<file path="config.mk">
export PLATFORM = sky130hd
export DESIGN_NAME = clk_gate_ctrl
export DESIGN_NICKNAME = d
export VERILOG_FILES = /design/src/rtl/clk_gate_pkg.sv /design/src/rtl/clk_gate_lat_cnt.sv /design/src/rtl/clk_gate_ctrl.sv
export SDC_FILE = /design/constraint.sdc
export NUM_CORES = 1
export LEC_CHECK = 0
export ABC_AREA = 1
export ABC_CLOCK_PERIOD_IN_PS = 2950
export BUFFER_PORTS_ARGS = -buffer_cell sky130_fd_sc_hd__buf_2
export CAP_MARGIN = 5
export CORE_ASPECT_RATIO = 1.2
export CORE_UTILIZATION = 60
export CTS_BUF_LIST = sky130_fd_sc_hd__clkbuf_8
export CTS_CLUSTER_DIAMETER = 40
export CTS_CLUSTER_SIZE = 20
export DETAILED_ROUTE_END_ITERATION = 6
export GPL_TIMING_DRIVEN = 0
export PLACE_DENSITY_LB_ADDON = 0.1
export SYNTH_ARGS = -nofsm -noshare
export SYNTH_HDL_FRONTEND = slang
export SYNTH_SLANG_ARGS = --single-unit
</file>
<file path="constraint.sdc">
create_clock -name clk -period 2.95 [get_ports clk]
set_clock_uncertainty 0.2 [all_clocks]
set_input_delay 0.59 -clock clk [delete_from_list [all_inputs] [get_ports clk]]
set_output_delay 0.59 -clock clk [all_outputs]
set_load 0.1 [all_outputs]
</file>
<file path="src/rtl/clk_gate_pkg.sv">
// Shared types and defaults for the clock-gate controller slice.
// Default latencies match the gating block's 2-stage synchroniser plus its gating latch.
package clk_gate_pkg;

    typedef enum logic [1:0] {
        OFF   = 2'd0,
        WAKE  = 2'd1,
        ON    = 2'd2,
        DRAIN = 2'd3
    } state_t;

    localparam int unsigned DEF_WAKE_LAT = 3;
    localparam int unsigned DEF_OFF_LAT  = 3;

    // Counter width able to hold LAT-1 (at least one bit).
    function automatic int unsigned lat_w(input int unsigned lat);
        return (lat <= 2) ? 1 : $clog2(lat);
    endfunction

endpackage

</file>
<file path="src/rtl/clk_gate_lat_cnt.sv">
// Load/decrement latency counter with a zero flag; used for wake and drain waits.
module clk_gate_lat_cnt #(
    parameter int unsigned W = 2
) (
    input  logic         clk,
    input  logic         rst,
    input  logic         load,
    input  logic [W-1:0] load_val,
    input  logic         dec,
    output logic         zero
);

    logic [W-1:0] cnt;

    always_ff @(posedge clk or posedge rst) begin
        if (rst) begin
            cnt <= '0;
        end else if (load) begin
            cnt <= load_val;
        end else if (dec && cnt != '0) begin
            cnt <= cnt - W'(1);
        end
    end

    assign zero = (cnt == '0);

endmodule

</file>
<file path="src/rtl/clk_gate_ctrl.sv">
// Drives the gating block's active request: sleeps after idle_thresh idle cycles,
// wakes on demand and reports clk_ready once the synchroniser latency has elapsed.
module clk_gate_ctrl
    import clk_gate_pkg::*;
#(
    parameter int unsigned CNT_W    = 8,
    parameter int unsigned WAKE_LAT = DEF_WAKE_LAT,
    parameter int unsigned OFF_LAT  = DEF_OFF_LAT
) (
    input  logic             clk,
    input  logic             rst,
    input  logic             busy,
    input  logic             wake_req,
    input  logic             force_on,
    input  logic [CNT_W-1:0] idle_thresh,
    output logic             active,
    output logic             clk_ready,
    output logic [1:0]       state
);

    localparam int unsigned WW = lat_w(WAKE_LAT);
    localparam int unsigned DW = lat_w(OFF_LAT);
    localparam logic [WW-1:0] WAKE_LD = WW'(WAKE_LAT - 1);
    localparam logic [DW-1:0] DRAIN_LD = DW'(OFF_LAT - 1);

    state_t           state_q;
    logic [CNT_W-1:0] idle_cnt;
    logic             pending;
    logic             act;
    logic             wake_zero;
    logic             drain_zero;
    logic             wake_start;
    logic             leave_on;

    always_comb begin
        act        = busy | wake_req | force_on;
        // A drain that ends with a request outstanding goes straight back to WAKE.
        wake_start = ((state_q == OFF) && act) ||
                     ((state_q == DRAIN) && drain_zero && (pending || act));
        leave_on   = (state_q == ON) && !act && (idle_thresh != '0) &&
                     (idle_cnt >= (idle_thresh - CNT_W'(1)));
    end

    clk_gate_lat_cnt #(.W(WW)) u_wake_cnt (
        .clk      (clk),
        .rst      (rst),
        .load     (wake_start),
        .load_val (WAKE_LD),
        .dec      (state_q == WAKE),
        .zero     (wake_zero)
    );

    clk_gate_lat_cnt #(.W(DW)) u_drain_cnt (
        .clk      (clk),
        .rst      (rst),
        .load     (leave_on),
        .load_val (DRAIN_LD),
        .dec      (state_q == DRAIN),
        .zero     (drain_zero)
    );

    always_ff @(posedge clk or posedge rst) begin
        if (rst) begin
            state_q   <= OFF;
            active    <= 1'b0;
            clk_ready <= 1'b0;
            idle_cnt  <= '0;
            pending   <= 1'b0;
        end else begin
            case (state_q)
                OFF: begin
                    if (wake_start) begin
                        state_q <= WAKE;
                        active  <= 1'b1;
                    end
                end
                WAKE: begin
                    if (wake_zero) begin
                        state_q   <= ON;
                        clk_ready <= 1'b1;
                    end
                end
                ON: begin
                    if (act) begin
                        idle_cnt <= '0;
                    end else if (leave_on) begin
                        state_q   <= DRAIN;
                        active    <= 1'b0;
                        clk_ready <= 1'b0;
                        idle_cnt  <= '0;
                    end else if (idle_cnt != '1) begin
                        idle_cnt <= idle_cnt + CNT_W'(1);
                    end
                end
                DRAIN: begin
                    if (act) begin
                        pending <= 1'b1;
                    end
                    if (drain_zero) begin
                        if (wake_start) begin
                            state_q <= WAKE;
                            active  <= 1'b1;
                            pending <= 1'b0;
                        end else begin
                            state_q <= OFF;
                        end
                    end
                end
                default: state_q <= OFF;
            endcase
        end
    end

    assign state = state_q;

endmodule

</file>
# After elaboration in Yosys (flattened, before gate mapping)
# Cells that the tools add are included.
totals:
  regBits: 17
  inputBits: 13
  out_inout_bits: 4
  elab_cells: 73
classes:
  addsub: 4
  n_lt_le_gt_ge: 1
  n_eq_ne: 9
  muxes: 24
  n_bitwise: 2
  reduce_logical: 26
ops:
  columns: ["cell", "count"]
  rows:
  - ["8-bit 2-to-1 mux", 3]
  - ["2-bit 2-to-1 mux", 9]
  - ["2-bit nonzero test", 5]
  - ["1-bit 2-to-1 mux", 9]
  - ["8-bit by 1-bit adder with 8-bit output (second input constant)", 1]
  - ["8-bit greater-or-equal comparator", 1]
  - ["1-bit logical AND", 8]
  - ["2-bit != test (second input constant)", 4]
  - ["8-bit != test (second input constant)", 1]
  - ["2-bit case mux with 4 select lines", 1]
  - ["4-bit AND reduction", 2]
  - ["8-bit nonzero test", 1]
  - ["8-bit by 1-bit subtractor with 8-bit output (second input constant)", 1]
  - ["2-bit zero test", 3]
  - ["3-bit nonzero test", 2]
  - ["5-bit AND reduction", 1]
  - ["2-bit == test (second input constant)", 2]
  - ["2-bit by 1-bit subtractor with 2-bit output (second input constant)", 2]
  - ["1-bit case mux with 3 select lines", 1]
  - ["2-bit by 1-bit == test with 1-bit output (second input constant)", 1]
  - ["1-bit logical OR", 2]
  - ["2-bit by 1-bit != test with 1-bit output (second input constant)", 1]
  - ["1-bit bitwise OR", 2]
  - ["1-bit case mux with 2 select lines", 1]
  - ["2 further kinds", 2]

# Logic depth before layout (Yosys ltp)
logic_depth:
  depth_word: 9
  depth_mapped: 15
  mapped_depth_nobuf: 15

# By module
# Synthesis repeated with hierarchy kept, for this count alone.
unflattened:
  hier_cells: 232
  area_unflattened_um2: 1602.8
by_module_without_submodules:
  columns: ["mod", "n_inst", "cells_each", "area_per_inst_um2", "seq_area_each_um2"]
  rows:
  - ["clk_gate_ctrl", 1, 192, 1340.0, 325.3]
  - ["clk_gate_lat_cnt", 2, 20, 131.4, 50.0]

# Worst setup path after synthesis
# Ideal clock, no wire load.
synth_timing:
  path_type: "input -> register"
  from: "input port idle_thresh[0]"
  to: "register clk_ready"
  setup_ns: 0.122
  arrival_time_ns: 2.154
  required_time_ns: 2.628
  setup_slack_ns: 0.474
  stages: 14
  n_path_buf: 0
  cell_sequence: "inv_1 > ha_1 > nand3_1 > xor2_1 > inv_1 > ha_1 > nand2_1 > o21a_1 > nand2_1 > nand2_4 > nand2_4 > nand2_2 > nand2_1 > o21ai_2"
synth_via:
  elab_chain_len: 5
  word_cells_on_any_way: 7
  classes_between: "add/sub (1); order compare (1); eq/ne (1); reduce/logical (4)"
synth_rtl:
  columns: ["element", "line_no", "rtl"]
  rows:
  - ["start, declared", "clk_gate_ctrl.sv:15", "input logic [CNT_W-1:0] idle_thresh,"]
  - ["8-bit by 1-bit subtractor with 8-bit output / 8-bit nonzero test (equally long branches)", "clk_gate_ctrl.sv:41, clk_gate_ctrl.sv:40", null]
  - ["8-bit greater-or-equal comparator / 1-bit logical AND (equally long branches)", "clk_gate_ctrl.sv:41, clk_gate_ctrl.sv:40", null]
  - ["1-bit logical AND *", "clk_gate_ctrl.sv:40", "leave_on = (state_q == ON) && !act && (idle_thresh != '0) &&"]
  - ["2-bit != test (no source line) *", null, null]
  - ["4-bit AND reduction (no source line) *", null, null]
  - ["end signal, assigned", "clk_gate_ctrl.sv:66", "clk_ready <= 1'b0;"]
  - ["end signal, assigned", "clk_gate_ctrl.sv:80", "clk_ready <= 1'b1;"]
  - ["end signal, assigned", "clk_gate_ctrl.sv:89", "clk_ready <= 1'b0;"]
  - ["end, declared", "clk_gate_ctrl.sv:17", "output logic clk_ready,"]
# Every way passes the cells marked *; elsewhere a longest branch is shown, timed or not.
# A chain may end at the register's enable or synchronous reset.

# Final worst setup path
layout_timing:
  from: "input port idle_thresh[2]"
  to: "register idle_cnt[4]"
layout_via:
  elab_chain_len: 5
  word_cells_on_any_way: 9
  classes_between: "add/sub (1); order compare (1); mux (2); reduce/logical (5)"
layout_rtl:
  columns: ["element", "line_no", "rtl"]
  rows:
  - ["8-bit by 1-bit subtractor with 8-bit output / 8-bit nonzero test (equally long branches)", "clk_gate_ctrl.sv:41, clk_gate_ctrl.sv:40", null]
  - ["8-bit greater-or-equal comparator / 1-bit logical AND (equally long branches)", "clk_gate_ctrl.sv:41, clk_gate_ctrl.sv:40", null]
  - ["1-bit logical AND *", "clk_gate_ctrl.sv:40", null]
  - ["3-bit nonzero test (no source line) / 8-bit 2-to-1 mux (equally long branches)", null, null]
  - ["2-bit AND reduction (no source line) / 8-bit 2-to-1 mux (equally long branches)", null, null]
  - ["end signal, assigned", "clk_gate_ctrl.sv:92", "idle_cnt <= idle_cnt + CNT_W'(1);"]
  - ["end, declared", "clk_gate_ctrl.sv:27", "logic [CNT_W-1:0] idle_cnt;"]
# Marked as above.

==> impl_metrics.ini <==
[setup_path]
critPathBufInv = 1
worst_r2r_startpoint = idle_cnt[3]$_DFFE_PP0P_
crit_path_end_kind = flip-flop
path_delay_family = simple AND/OR/NAND/NOR gates
arrival_ns = 2.60
worstPathMaxFanout = 6
regToRegSetupSlack_ns = 0.90
slowest_stage = a21oi_2
cpPeakStageDelay_ns = 0.31
cp_common_cell = nand2_1
critical_path_class = in2reg
cp-start-kind = input port
cp.required_ns = 2.94
r2r-end = idle_cnt[4]$_DFFE_PP0P_
rr_worst_depth = 10
crit_chain = buf_2 -> nor2_1 -> nand3_1 -> nor3_1 -> xor2_1 -> ha_1 -> a21oi_1 -> o21a_1 -> nand2_1 -> a21oi_2 -> nand4_1 -> nand2_1

[power_and_ir_drop]
power_density_nw_per_um2 = 772
p_leak_nw = 0.951
peakVddDrop_mv = 0.991

[yosys]
synth_top_family_by_area = simple AND/OR/NAND/NOR gates
synthDistinctLibCells = 28
yosysTopAreaCell = dfrtp_1
yosys_warnings = 0
syn_area_sq_um = 1510
yosys.area_share.simple_pct = 34.5
synth_mux_area_share_pct = 0
synth_area_per_cell_sq_um = 7.31
postSynthCellCount = 207
synth_top_cell_area_share_pct = 28.1
synth_nets = 238
synth_fa_ha_area_share_pct = 14.9
seq_area_frac_synth_pct = 28.1
synth-compound-area-share_pct = 6.28
synth-seq-cells = 17
yosys-top-cells-area = dfrtp_1 28%, ha_1 15%, nand2_1 14%
synthXorXnorAreaFrac_pct = 6.36

[sta]
hold_viol = 0
rsz0062_at_grt = no
slew_violations = 0
max-slew-margin-rel_pct = 56.3
layout_min_cycle_time_ns = 2.61
worst_slew_pin_slew_ns = 0.655
tns_ns = 0
period_share_pct = 88.4
setup_viol = 0
holdWs_ns = 0.223
max_freq_mhz = 384

[routing]
first_pass_iters = 4
ant_nets = 0
drc = 0
wirelength_mm = 2.88
vias = 1323
drt-initial-drc-count = 32
wire_per_inst_um = 11.2
via_per_inst = 5.13

[floorplanning]
die_area_sq_um = 2730
io_pins = 17
core_sq_um = 2330
fp.dieH_um = 57.0
start_util_pct = 65.0
rows = 19
die_w_um = 47.9

[global_routing]
grt_pass1_vias = 1262
grt_use_met2_pct = 45.0
antenna_found_initial = 0
use_met3_pct = 1.90
grt_pass1_wl_mm = 4.91
gr-total-overflow = 0
grt_max_degree = 18
grtUsageTotal_pct = 24.4
met1_usage_pct = 28.2
busiest_layer = met2

[clock_network]
clock_sinks = 17
cts.reportedPaths.clkPinSlew_ns = 0.07
cts_tree = yes
postCtsSetupBuffers = 0
htree_levels = 1
postCtsResizedCells = 0
holdBufCountCts = 0
cts_buffers = 3
cts_max_path_buffers = 2
clkLatencyLatePin_ns = 0.25
cts_root_buffer = clkbuf_8

[worst_hold_path]
hp-class = in2async

[final_layout]
drive_above_1_share_pct = 18.5
final_util_pct = 72.1
stdcell_area_sq_um = 1680
nets = 259
diodes = 0
area_delta_synth_final_pct = 10.9
fin_cells = 258

[run]
max_cap_violations = 0

[placed_design]
portBuffers = 16
place.gp.congestion = 0.845
dpl_cell_area_sq_um = 1630
dp_cells = 254
hpwl_mm = 2.39

[outcome]
status = finished, final reports clean
per-layer routing:
metal  up-vias  routed length [um]
met1       622                1210
met5         -                   0
li1        684                   -
met3         2                  48
met4         0                  17
met2        15                1600
registers in the layout, summed over array words and instances (netlist names):
name,flops
active,1
clk_ready,1
idle_cnt,8
pending,1
state,2
u_drain_cnt.cnt,2
u_wake_cnt.cnt,2
report_power, final:
| group | internal [mW] | total (mW) | switching (mW) |
|---|---|---|---|
| combinational | 0.223 | 0.759 | 0.537 |
| clock | 0.0936 | 0.174 | 0.0809 |
| sequential | 0.304 | 0.362 | 0.0575 |
| total | 0.621 | 1.30 | 0.675 |
metrics by stage:
| step | total power, mW | worst slack, ns |
|---|---|---|
| 3_3_place_gp | 1.10 | 0.210 |
| 5_1_grt | 1.40 | 0.138 |
| 6_report | 1.30 | 0.343 |
| 2_1_floorplan | 0.985 | 0.474 |
| 3_5_place_dp | 1.13 | 0.0924 |
| 4_1_cts | 1.31 | 0.361 |
final cells by class:
class	count	area, sq um
plain buffers	1	7.51
clock buffers	3	41.3
clock inverters	1	5.00
fillers	222	651
inverters	38	143
multi-input cells	151	938
flip-flops and latches	17	425
well taps	31	38.8
repair buffers	16	80.1
Yosys cell counts:
| master | number |
|---|---|
| nand2_1 | 55 |
| a21oi_1 | 3 |
| ha_1 | 18 |
| nor3_4 | 1 |
| nand3_2 | 1 |
| a211o_1 | 1 |
| inv_1 | 35 |
| o21a_1 | 1 |
| xor2_1 | 8 |
| o21ai_0 | 3 |
| or2_2 | 1 |
| nor2_1 | 17 |
| buf_4 | 1 |
| inv_2 | 3 |
| nand2_4 | 4 |
| a21oi_2 | 1 |
| o211ai_1 | 1 |
| o21ai_2 | 2 |
| nor2_2 | 4 |
| nor2_4 | 1 |
| nor3_1 | 3 |
| nand3_1 | 11 |
| dfrtp_1 | 17 |
| o21ai_1 | 3 |
| nand4_1 | 6 |
| nand2_2 | 2 |
| xnor2_1 | 3 |
| nand3_4 | 1 |
worst register-to-register path, delay by kind of cell (launching register included):
kind	cells	cell delay, ns
fa+ha+maj	1	0.34
flops	1	0.45
simple gates	8	0.70
compound gates	1	0.31
worst max-delay path by stage:
stage	startpoint	to	slack, ns	depth (start not counted)
3_5_place_dp	idle_thresh[2]	idle_cnt[2]$_DFFE_PP0P_	0.09	12
6_report	idle_thresh[2]	idle_cnt[4]$_DFFE_PP0P_	0.34	12
4_1_cts	idle_thresh[2]	idle_cnt[4]$_DFFE_PP0P_	0.36	12
3_3_place_gp	idle_thresh[2]	idle_cnt[0]$_DFFE_PP0P_	0.21	12
2_1_floorplan	idle_thresh[0]	clk_ready$_DFFE_PP0P_	0.47	14
5_1_grt	idle_thresh[2]	idle_cnt[0]$_DFFE_PP0P_	0.14	12
cells in the final DEF (no fill, tap or decap), types with 6 or more instances in the layout:
cell	Yosys	layout
buf_2	0	16
nor2_1	17	17
nand3_1	11	11
nand4_1	6	6
xor2_1	8	8
inv_1	35	35
nand2_1	55	55
ha_1	18	18
dfrtp_1	17	17
logic make-up (layout without fill, tap and decap cells):
logic type | Yosys count | count (layout)
xor gates and xnor gates | 11 | 11
DFF | 17 | 17
AOI/OAI and AO/OA | 15 | 15
and+or+nand+nor | 107 | 107
adders and majority gates | 18 | 18
buffers and inverters | 39 | 59
(Power assumes the default switching activity.)
